## src/rtl/cachepool_pkg.sv

```systemverilog
// Shared types and constants for the cachepool boot sequencer.
package cachepool_pkg;

  typedef enum logic [2:0] {
    ST_IDLE,
    ST_WRITE,
    ST_WAIT_RSP,
    ST_WAKE,
    ST_WAIT_EOC,
    ST_DONE,
    ST_ERROR
  } boot_state_e;

  localparam int unsigned BOOT_CTRL_OFFSET = 32'h58;

  // Index of the lowest set bit; 0 when the mask is empty.
  function automatic logic [3:0] lowest_set(input logic [15:0] mask);
    logic [3:0] idx;
    idx = '0;
    for (int i = 15; i >= 0; i--) begin
      if (mask[i]) idx = 4'(i);
    end
    return idx;
  endfunction

endpackage

```

## src/rtl/cachepool_boot_watchdog.sv

```systemverilog
// Cycle watchdog: counts enabled cycles, expires on the Limit-th one (Limit=0 never expires).
module cachepool_boot_watchdog #(
  parameter int unsigned Limit = 0
) (
  input  logic clk_i,
  input  logic rst_ni,
  input  logic enable_i,
  input  logic clear_i,
  output logic expire_o
);

  logic [31:0] cnt_q, cnt_d;

  always_comb begin
    cnt_d = cnt_q;
    if (clear_i)       cnt_d = '0;
    else if (enable_i) cnt_d = cnt_q + 32'd1;
  end

  always_ff @(posedge clk_i or negedge rst_ni) begin
    if (!rst_ni) cnt_q <= '0;
    else         cnt_q <= cnt_d;
  end

  assign expire_o = (Limit != 0) && enable_i && (cnt_q == Limit - 1);

endmodule

```

## src/rtl/cachepool_boot_sequencer.sv

```systemverilog
// Writes the boot entry point into each enabled cluster, pulses debug_req to wake
// the cores, then waits for every enabled cluster to report end-of-computation.
module cachepool_boot_sequencer
  import cachepool_pkg::*;
#(
  parameter int unsigned NumClusters        = 4,
  parameter int unsigned NumCoresPerCluster = 4,
  parameter int unsigned AddrWidth          = 48,
  parameter int unsigned DataWidth          = 32,
  parameter logic [AddrWidth-1:0] PeriBase      = AddrWidth'(32'h5100_0000),
  parameter logic [AddrWidth-1:0] ClusterStride = AddrWidth'(32'h0004_0000),
  parameter int unsigned BootCtrlOffset     = BOOT_CTRL_OFFSET,
  parameter int unsigned WakeCycles         = 1,
  parameter int unsigned TimeoutCycles      = 0
) (
  input  logic                                      clk_i,
  input  logic                                      rst_ni,
  input  logic                                      start_i,
  input  logic [DataWidth-1:0]                      entry_point_i,
  input  logic [NumClusters-1:0]                    cluster_en_i,
  output logic [AddrWidth-1:0]                      req_addr_o,
  output logic [DataWidth-1:0]                      req_data_o,
  output logic                                      req_write_o,
  output logic [DataWidth/8-1:0]                    req_strb_o,
  output logic                                      req_valid_o,
  input  logic                                      req_ready_i,
  input  logic                                      rsp_valid_i,
  input  logic                                      rsp_error_i,
  output logic                                      rsp_ready_o,
  output logic [NumClusters*NumCoresPerCluster-1:0] debug_req_o,
  input  logic [NumClusters-1:0]                    eoc_i,
  output logic                                      busy_o,
  output logic                                      done_o,
  output logic                                      error_o,
  output logic                                      timeout_o,
  output logic [NumClusters-1:0]                    eoc_seen_o
);

  boot_state_e            state_q, state_d;
  logic [DataWidth-1:0]   entry_q, entry_d;
  logic [NumClusters-1:0] en_q, en_d;
  logic [NumClusters-1:0] pending_q, pending_d;
  logic [NumClusters-1:0] eoc_seen_q, eoc_seen_d;
  logic [31:0]            wake_cnt_q, wake_cnt_d;
  logic                   timeout_q, timeout_d;
  logic                   wd_expire;
  logic [3:0]             cur_k;
  logic                   in_write, in_wake;

  cachepool_boot_watchdog #(
    .Limit(TimeoutCycles)
  ) u_watchdog (
    .clk_i   (clk_i),
    .rst_ni  (rst_ni),
    .enable_i(state_q == ST_WAIT_EOC),
    .clear_i (state_q != ST_WAIT_EOC),
    .expire_o(wd_expire)
  );

  // pending_q only changes on a completed handshake, so the target is stable under stall.
  assign cur_k = lowest_set(16'(pending_q));

  always_comb begin
    state_d    = state_q;
    entry_d    = entry_q;
    en_d       = en_q;
    pending_d  = pending_q;
    eoc_seen_d = eoc_seen_q;
    wake_cnt_d = wake_cnt_q;
    timeout_d  = timeout_q;
    case (state_q)
      ST_IDLE, ST_DONE, ST_ERROR: begin
        if (start_i) begin
          eoc_seen_d = '0;
          timeout_d  = 1'b0;
          en_d       = cluster_en_i;
          if (cluster_en_i != '0) begin
            entry_d   = entry_point_i;
            pending_d = cluster_en_i;
            state_d   = ST_WRITE;
          end else begin
            state_d   = ST_DONE;
          end
        end
      end
      ST_WRITE: begin
        if (req_ready_i) begin
          pending_d = pending_q & (pending_q - 1'b1);
          state_d   = ST_WAIT_RSP;
        end
      end
      ST_WAIT_RSP: begin
        if (rsp_valid_i) begin
          if (rsp_error_i) begin
            state_d = ST_ERROR;
          end else if (pending_q != '0) begin
            state_d = ST_WRITE;
          end else begin
            wake_cnt_d = '0;
            state_d    = ST_WAKE;
          end
        end
      end
      ST_WAKE: begin
        eoc_seen_d = eoc_seen_q | (eoc_i & en_q);
        if (wake_cnt_q == WakeCycles - 1) state_d = ST_WAIT_EOC;
        else                              wake_cnt_d = wake_cnt_q + 32'd1;
      end
      ST_WAIT_EOC: begin
        eoc_seen_d = eoc_seen_q | (eoc_i & en_q);
        // Completion in the expiry cycle takes priority over the timeout.
        if (eoc_seen_d == en_q) begin
          state_d = ST_DONE;
        end else if (wd_expire) begin
          state_d   = ST_ERROR;
          timeout_d = 1'b1;
        end
      end
      default: state_d = ST_IDLE;
    endcase
  end

  always_ff @(posedge clk_i or negedge rst_ni) begin
    if (!rst_ni) begin
      state_q    <= ST_IDLE;
      entry_q    <= '0;
      en_q       <= '0;
      pending_q  <= '0;
      eoc_seen_q <= '0;
      wake_cnt_q <= '0;
      timeout_q  <= 1'b0;
    end else begin
      state_q    <= state_d;
      entry_q    <= entry_d;
      en_q       <= en_d;
      pending_q  <= pending_d;
      eoc_seen_q <= eoc_seen_d;
      wake_cnt_q <= wake_cnt_d;
      timeout_q  <= timeout_d;
    end
  end

  assign in_write = (state_q == ST_WRITE);
  assign in_wake  = (state_q == ST_WAKE);

  assign req_valid_o = in_write;
  assign req_write_o = in_write;
  assign req_strb_o  = {(DataWidth/8){in_write}};
  assign req_data_o  = in_write ? entry_q : '0;
  assign req_addr_o  = in_write ? PeriBase + ClusterStride * AddrWidth'(cur_k)
                                  + AddrWidth'(BootCtrlOffset) : '0;
  assign rsp_ready_o = (state_q == ST_WAIT_RSP);

  always_comb begin
    debug_req_o = '0;
    for (int c = 0; c < NumClusters; c++) begin
      debug_req_o[c*NumCoresPerCluster +: NumCoresPerCluster] =
        {NumCoresPerCluster{in_wake && en_q[c]}};
    end
  end

  assign busy_o     = in_write || in_wake || (state_q == ST_WAIT_RSP) ||
                      (state_q == ST_WAIT_EOC);
  assign done_o     = (state_q == ST_DONE);
  assign error_o    = (state_q == ST_ERROR);
  assign timeout_o  = timeout_q;
  assign eoc_seen_o = eoc_seen_q;

endmodule
```

## config.mk

```make
export PLATFORM = sky130hd
export DESIGN_NAME = cachepool_boot_sequencer
export DESIGN_NICKNAME = d
export VERILOG_FILES = /design/src/rtl/cachepool_pkg.sv /design/src/rtl/cachepool_boot_watchdog.sv /design/src/rtl/cachepool_boot_sequencer.sv
export SDC_FILE = /design/constraint.sdc
export NUM_CORES = 1
export LEC_CHECK = 0
export CORE_ASPECT_RATIO = 0.8
export CORE_UTILIZATION = 47
export CTS_CLUSTER_DIAMETER = 100
export DETAILED_ROUTE_END_ITERATION = 10
export PLACE_DENSITY = 0.92
export SYNTH_ARGS = -nofsm -noshare
export SYNTH_HDL_FRONTEND = slang
export SYNTH_SLANG_ARGS = --single-unit
```

## constraint.sdc

```tcl
create_clock -name clk_i -period 2.2 [get_ports clk_i]
set_input_delay 0.44 -clock clk_i [delete_from_list [all_inputs] [get_ports clk_i]]
set_output_delay 0.44 -clock clk_i [all_outputs]
set_load 0.05 [all_outputs]
```

==> impl_metrics.ini, run 1 <==
[status]
status = finished with violations
violations = negative setup slack

[layout]
area_growth_pct = 53.7
fin_nets = 679
multi_input_area_um2 = 2470
fillerInstances = 551
finalNonFillerCells = 772
layout-drive-gt1-share_pct = 36.2
num_antenna_cells = 0
ff_latch_area_um2 = 1980

[floorplanning]
fp.dieH_um = 92.3
dieWidth_um = 115
ios = 157
start_util_pct = 49.0
rows = 32
dieArea_um2 = 10600
fp.coreArea_um2 = 9770

[pwr]
swShare_pct = 46.5
p_seq_share_pct = 21.1
p_switching_w = 0.00609
p_total_w = 0.0131
clock_power_share_pct = 12.1
peakVddDrop_mv = 0.954
p_comb_share_pct = 66.9
p_leak_nw = 3.23
power_density_nw_per_um2 = 1780
intPower_w = 0.00699

[synth]
syn_area_um2 = 4790
ys_ff_latch = 79
yosys_warnings = 0
avgSynthCellArea_um2 = 9.54
synth_cells = 502
yosysSeqAreaShare_pct = 41.3
synth_cell_type_count = 57
synth_edf_count = 0
synthArstFlopShare_pct = 100
synthFlopType = dfrtp_1

[clock_tree]
cts_tree = done
clock_path_buffers = 2
holdBufCountCts = 0
insertion_delay_ps = 340
clock_sinks = 79
htree_num_levels = 3
clk_pin_slew_worst_paths_ps = 70
root_buffer = clkbuf_16
cts_buffers = 9

[setup_path]
worstPathMaxFanout = 4
worstPathCellList = or3_4, buf_6, nor4_4, buf_12
cp_data_required_time_ps = 1760
cp.arrival_ps = 1860
worstSetupPathType = reg2out
critPathLaunchType = register
slowest_stage = or3_4
end_kind = primary output
slowest_delay_ps = 450
cp_top_family = simple AND/OR/NAND/NOR gates
crit_buf_inv = 2

[placement]
dp_hpwl_um = 9970
dp.cells = 732
port_buffers = 115
globalplace.congestion = 0.861
pre_cts_ws_ps = -210

[global_routing]
antenna_found_initial = 0
track_usage_pct = 30.6
grt_pass1_vias = 4568
grt_pass1_wl_um = 24600
grt_max_degree = 49
gr-total-overflow = 0

[drt]
via_per_inst = 6.34
drc = 0
finalWirelength_um = 18300
vias = 4898
drt_pass1_iterations = 8
ant_nets = 0
drt_iter0_markers = 699
wire_per_inst_um = 23.7

[sta]
fin_ws_ps = -100
worst_pin_slew_ps = 659
finalCritPeriodShare_pct = 105
maxSlewHeadroom_pct = 56.1
setup_viol = 75
rsz0062_at_grt = yes
drv_slew = 0
whs_ps = 117
period_needed_ps = 2300
tns_ps = -2500
hold_viol = 0
fmax_mhz = 435
clock_skew_ps = 9.84

[hold_path]
min_path_type = in2async

[run]
maxCapViolations = 0
-- synth_stat cells (2+ instances only) --
cell       number  area [µm²]
dfrtp_1        79        1980
buf_4          66         495
and2_1         39         244
nand2_1        36         135
mux2_2         32         360
a21oi_1        28         140
a31oi_1        20         125
inv_1          17        63.8
buf_2          16        80.1
o21ai_0        15        75.1
nand3_1        14        70.1
nor3_1         11        55.1
nor2_1         10        37.5
nor4_1         10        62.6
and3_1          8        50.1
and4_1          8        70.1
clkbuf_1        7        26.3
nand4_1         7        43.8
a211o_1         6        52.6
a41oi_1         6        52.6
a221o_1         5        50.1
o21a_1          5        37.5
nor2b_1         4        25.0
nor3b_1         4        30.0
a21o_1          3        22.5
mux2i_1         3        30.0
o41ai_1         3        26.3
or3_1           3        18.8
a2111oi_0       2        17.5
a21boi_0        2        15.0
a221oi_1        2        17.5
ha_1            2        25.0
maj3_1          2        20.0
nand2b_1        2        12.5
o211a_1         2        20.0
o22ai_1         2        12.5
-- path summary, 6_finish.rpt --
check	from	slack, ps	depth (start not counted)	end
max in group asynchronous	rst_ni	1470	2	entry_q[5]$_DFFE_PN0P_
hold / removal	rst_ni	120	1	eoc_seen_o[1]$_DFFE_PN0P_
setup / recovery	state_q[1]$_DFFE_PN0P_	-100	4	req_addr_o[19]
setup reg to reg	state_q[2]$_DFFE_PN0P_	-60	8	entry_q[30]$_DFFE_PN0P_
hold reg to reg	entry_q[6]$_DFFE_PN0P_	510	1	entry_q[6]$_DFFE_PN0P_
min in group clk_i	entry_q[6]$_DFFE_PN0P_	510	1	entry_q[6]$_DFFE_PN0P_
-- state kept, by name, indices dropped and copies added (netlist names) --
signal      cells
entry_q        32
wake_cnt_q     32
en_q            4
eoc_seen_o      4
pending_q       4
state_q         3
-- per-stage QoR --
stage	utilization [%]	instance area, µm²
6_report	75.3	7360
5_1_grt	75.3	7360
4_1_cts	72.9	7120
3_5_place_dp	67.8	6620
3_3_place_gp	67.8	6620
2_1_floorplan	-	4970
-- worst register-to-register path, cell delays in order (launching register included) --
cell     delay, ps
dfrtp_2        430
buf_4          140
buf_4          160
nor2b_1        170
nor3_1         320
o21a_1         290
nand2_2        130
buf_4          180
mux2_2         320
-- cells by family after synthesis --
| kind of cell | share of synthesized area [%] |
|---|---|
| buffers and inverters | 14.1 |
| adders and majority gates | 0.941 |
| xor gates and xnor gates | 0.183 |
| and+or+nand+nor | 19.8 |
| other | 0.0783 |
| muxes | 8.15 |
| AOI/OAI and AO/OA | 15.4 |
| DFF | 41.3 |
-- final cells by class --
class                   count  area share (%)
multi-input cells         357            33.6
repair buffers            167            32.0
flip-flops and latches     79            26.9
clock buffers              12            3.49
well taps                 136            2.31
inverters                  17           0.969
clock inverters             4           0.731
-- per-layer routing --
| metal | routed length [µm] | GRT usage [%] | vias to the layer above |
|---|---|---|---|
| met5 | 0 | 0 | - |
| met4 | 1130 | 17.2 | 0 |
| met3 | 1780 | 8.59 | 124 |
| met2 | 9200 | 53.3 | 435 |
| met1 | 6170 | 33.4 | 2370 |
| li1 | - | - | 1969 |
-- power groups by stage --
stage	Combinational [W]	Clock, W	Sequential, W
after detailed placement	0.00735	0	0.00266
after global placement	0.00708	0	0.00257
after global routing	0.00898	0.00164	0.00280
final	0.00874	0.00158	0.00275
after floorplan	0.00431	0	0.00259
after CTS	0.00785	0.00156	0.00264
-- placed cells by master, fill, tap and decap left out, types with 3 or more instances in the layout --
| cell type | netlist | routed |
|---|---|---|
| clkbuf_16 | 0 | 13 |
| buf_4 | 66 | 39 |
| a31oi_1 | 20 | 20 |
| nand3_1 | 14 | 14 |
| mux2_2 | 32 | 32 |
| a21oi_4 | 0 | 3 |
| and2_2 | 0 | 5 |
| a211o_1 | 6 | 6 |
| nor4_1 | 10 | 9 |
| a221o_1 | 5 | 5 |
| nand4_1 | 7 | 7 |
| buf_6 | 1 | 4 |
| and2_4 | 0 | 31 |
| o21a_1 | 5 | 5 |
| a41oi_1 | 6 | 6 |
| inv_1 | 17 | 15 |
| o21ai_0 | 15 | 15 |
| buf_12 | 0 | 71 |
| mux2i_1 | 3 | 3 |
| o41ai_1 | 3 | 3 |
| nor2b_1 | 4 | 4 |
| conb_1 | 1 | 41 |
| and3_1 | 8 | 8 |
| clkdlybuf4s50_1 | 0 | 48 |
| a21oi_1 | 28 | 26 |
| nor3_1 | 11 | 10 |
| nor2_1 | 10 | 7 |
| and2_1 | 39 | 3 |
| nand2_1 | 36 | 36 |
| dfrtp_1 | 79 | 77 |
| and4_1 | 8 | 8 |
| nor3b_1 | 4 | 4 |
-- timing repair --
action / 4_1_cts / 5_1_grt
gates resized for setup: 38 / 20
setup buffers: 11 / 7
setup endpoints to repair: 87 / 71
gates cloned: 1 / 5
pin swaps: 3 / 22
(Power assumes the default switching activity.)
==> run 2, diff against run 1 <==
Settings changed: RECOVER_POWER set to 25, SLEW_MARGIN set to 10.
==> impl_metrics.ini, run 2 (same netlist as run 1, synthesis figures left out) <==
[status]
status = finished with violations
violations = negative setup slack

[run]
maxCapViolations = 0

[clock_tree]
clock_path_buffers = 2
cts_tree = done
insertion_delay_ps = 340
holdBufCountCts = 0
cts_buffers = 9
clk_pin_slew_worst_paths_ps = 70
clock_sinks = 79
htree_num_levels = 3
root_buffer = clkbuf_16

[global_routing]
grt_pass1_wl_um = 24600
antenna_found_initial = 0
grt_pass1_vias = 4568
grt_max_degree = 49
track_usage_pct = 30.6
gr-total-overflow = 0

[floorplanning]
fp.dieH_um = 92.3
rows = 32
ios = 157
dieArea_um2 = 10600
fp.coreArea_um2 = 9770
start_util_pct = 49.0
dieWidth_um = 115

[sta]
tns_ps = -2360
clock_skew_ps = 10.4
fmax_mhz = 433
worst_pin_slew_ps = 1260
rsz0062_at_grt = yes
hold_viol = 0
maxSlewHeadroom_pct = 16.0
setup_viol = 74
finalCritPeriodShare_pct = 105
fin_ws_ps = -108
drv_slew = 0
period_needed_ps = 2310

[layout]
top_regs = entry_q (32), wake_cnt_q (32)
fin_nets = 679
finalNonFillerCells = 772
final_cell_mix = dfrtp_1 (77), buf_12 (71), clkdlybuf4s50_1 (48)
num_antenna_cells = 0
final_common_cell = dfrtp_1
layout-drive-gt1-share_pct = 36.2
area_growth_pct = 53.6

[placement]
dp_hpwl_um = 9970
globalplace.congestion = 0.861
port_buffers = 115
dp.cells = 732
pre_cts_ws_ps = -210

[pwr]
p_leak_nw = 3.23
p_total_w = 0.0131
peakVddDrop_mv = 0.953
power_density_nw_per_um2 = 1780

[setup_path]
cp_data_required_time_ps = 1760
worstPathMaxFanout = 4
rr_endpoint = entry_q[30]$_DFFE_PN0P_
r2r_setup_slack_ps = -60
end_kind = primary output
reg2reg_depth = 8
critPathLaunchType = register
rr_startpoint = state_q[2]$_DFFE_PN0P_
worstSetupPathType = reg2out
cp.arrival_ps = 1870

[drt]
vias = 4888
wire_per_inst_um = 23.6
drc = 0
finalWirelength_um = 18200
drt_pass1_iterations = 6
drt_iter0_markers = 699
via_per_inst = 6.33
ant_nets = 0

[hold_path]
min_path_type = in2async
==> run 2: cell count changes in the layout (fill, tap and decap cells not counted), sizes merged <==
cell / before / now
buf: 115 / 114
clkbuf: 16 / 17
==> run 2: final cells by class <==
type	count	area, µm²
inverters	17	71.3
clock buffers	12	256
flip-flops and latches	79	1980
clock inverters	4	53.8
multi-input cells	357	2470
repair buffers	167	2350
well taps	136	170
fillers	552	2410
==> run 2: worst max path at each step <==
stage,startpoint,to,cells after the start
6_report,state_q[1]$_DFFE_PN0P_,req_addr_o[19],4
5_1_grt,state_q[1]$_DFFE_PN0P_,req_addr_o[19],4
4_1_cts,state_q[2]$_DFFE_PN0P_,req_addr_o[19],4
3_5_place_dp,pending_q[2]$_DFFE_PN0P_,wake_cnt_q[25]$_DFFE_PN0P_,4
3_3_place_gp,cluster_en_i[2],entry_q[4]$_DFFE_PN0P_,5
2_1_floorplan,state_q[1]$_DFFE_PN0P_,req_addr_o[19],3
==> run 2: layer usage <==
| metal | global-route usage [%] | up-vias | routed length [µm] |
|---|---|---|---|
| li1 | - | 1967 | - |
| met1 | 33.4 | 2375 | 6180 |
| met2 | 53.3 | 426 | 9160 |
| met3 | 8.59 | 120 | 1730 |
| met4 | 17.2 | 0 | 1170 |
| met5 | 0 | - | 0 |
==> run 2: timing repair <==
item | 4_1_cts | 5_1_grt
pin swaps | 3 | 22
resized for setup | 38 | 20
setup buffers | 11 | 7
cloned | 1 | 5
endpoints found under the setup margin | 87 | 71
==> run 2: metrics by stage <==
step,area (µm²),util (%),hold WS (ps)
2_1_floorplan,4970,-,144
3_3_place_gp,6620,67.8,479
3_5_place_dp,6620,67.8,488
4_1_cts,7120,72.9,139
5_1_grt,7360,75.3,458
6_report,7360,75.3,358
==> run 2: power breakdown <==
group          switching [W]  internal, W
logic                0.00478      0.00396
clock network       0.000640     0.000945
registers           0.000668      0.00208
==> run 2: worst max-delay path, cell delays in order (launching register included) <==
cell,delay [ps]
dfrtp_2,430
or3_4,450
buf_6,160
nor4_4,300
buf_12,180
==> run 3, diff against run 2 <==
Settings changed: SLEW_MARGIN 10 to 20.
==> results of run 3 <==
No change in the layout: final DEF, timing and power equal those of run 2.
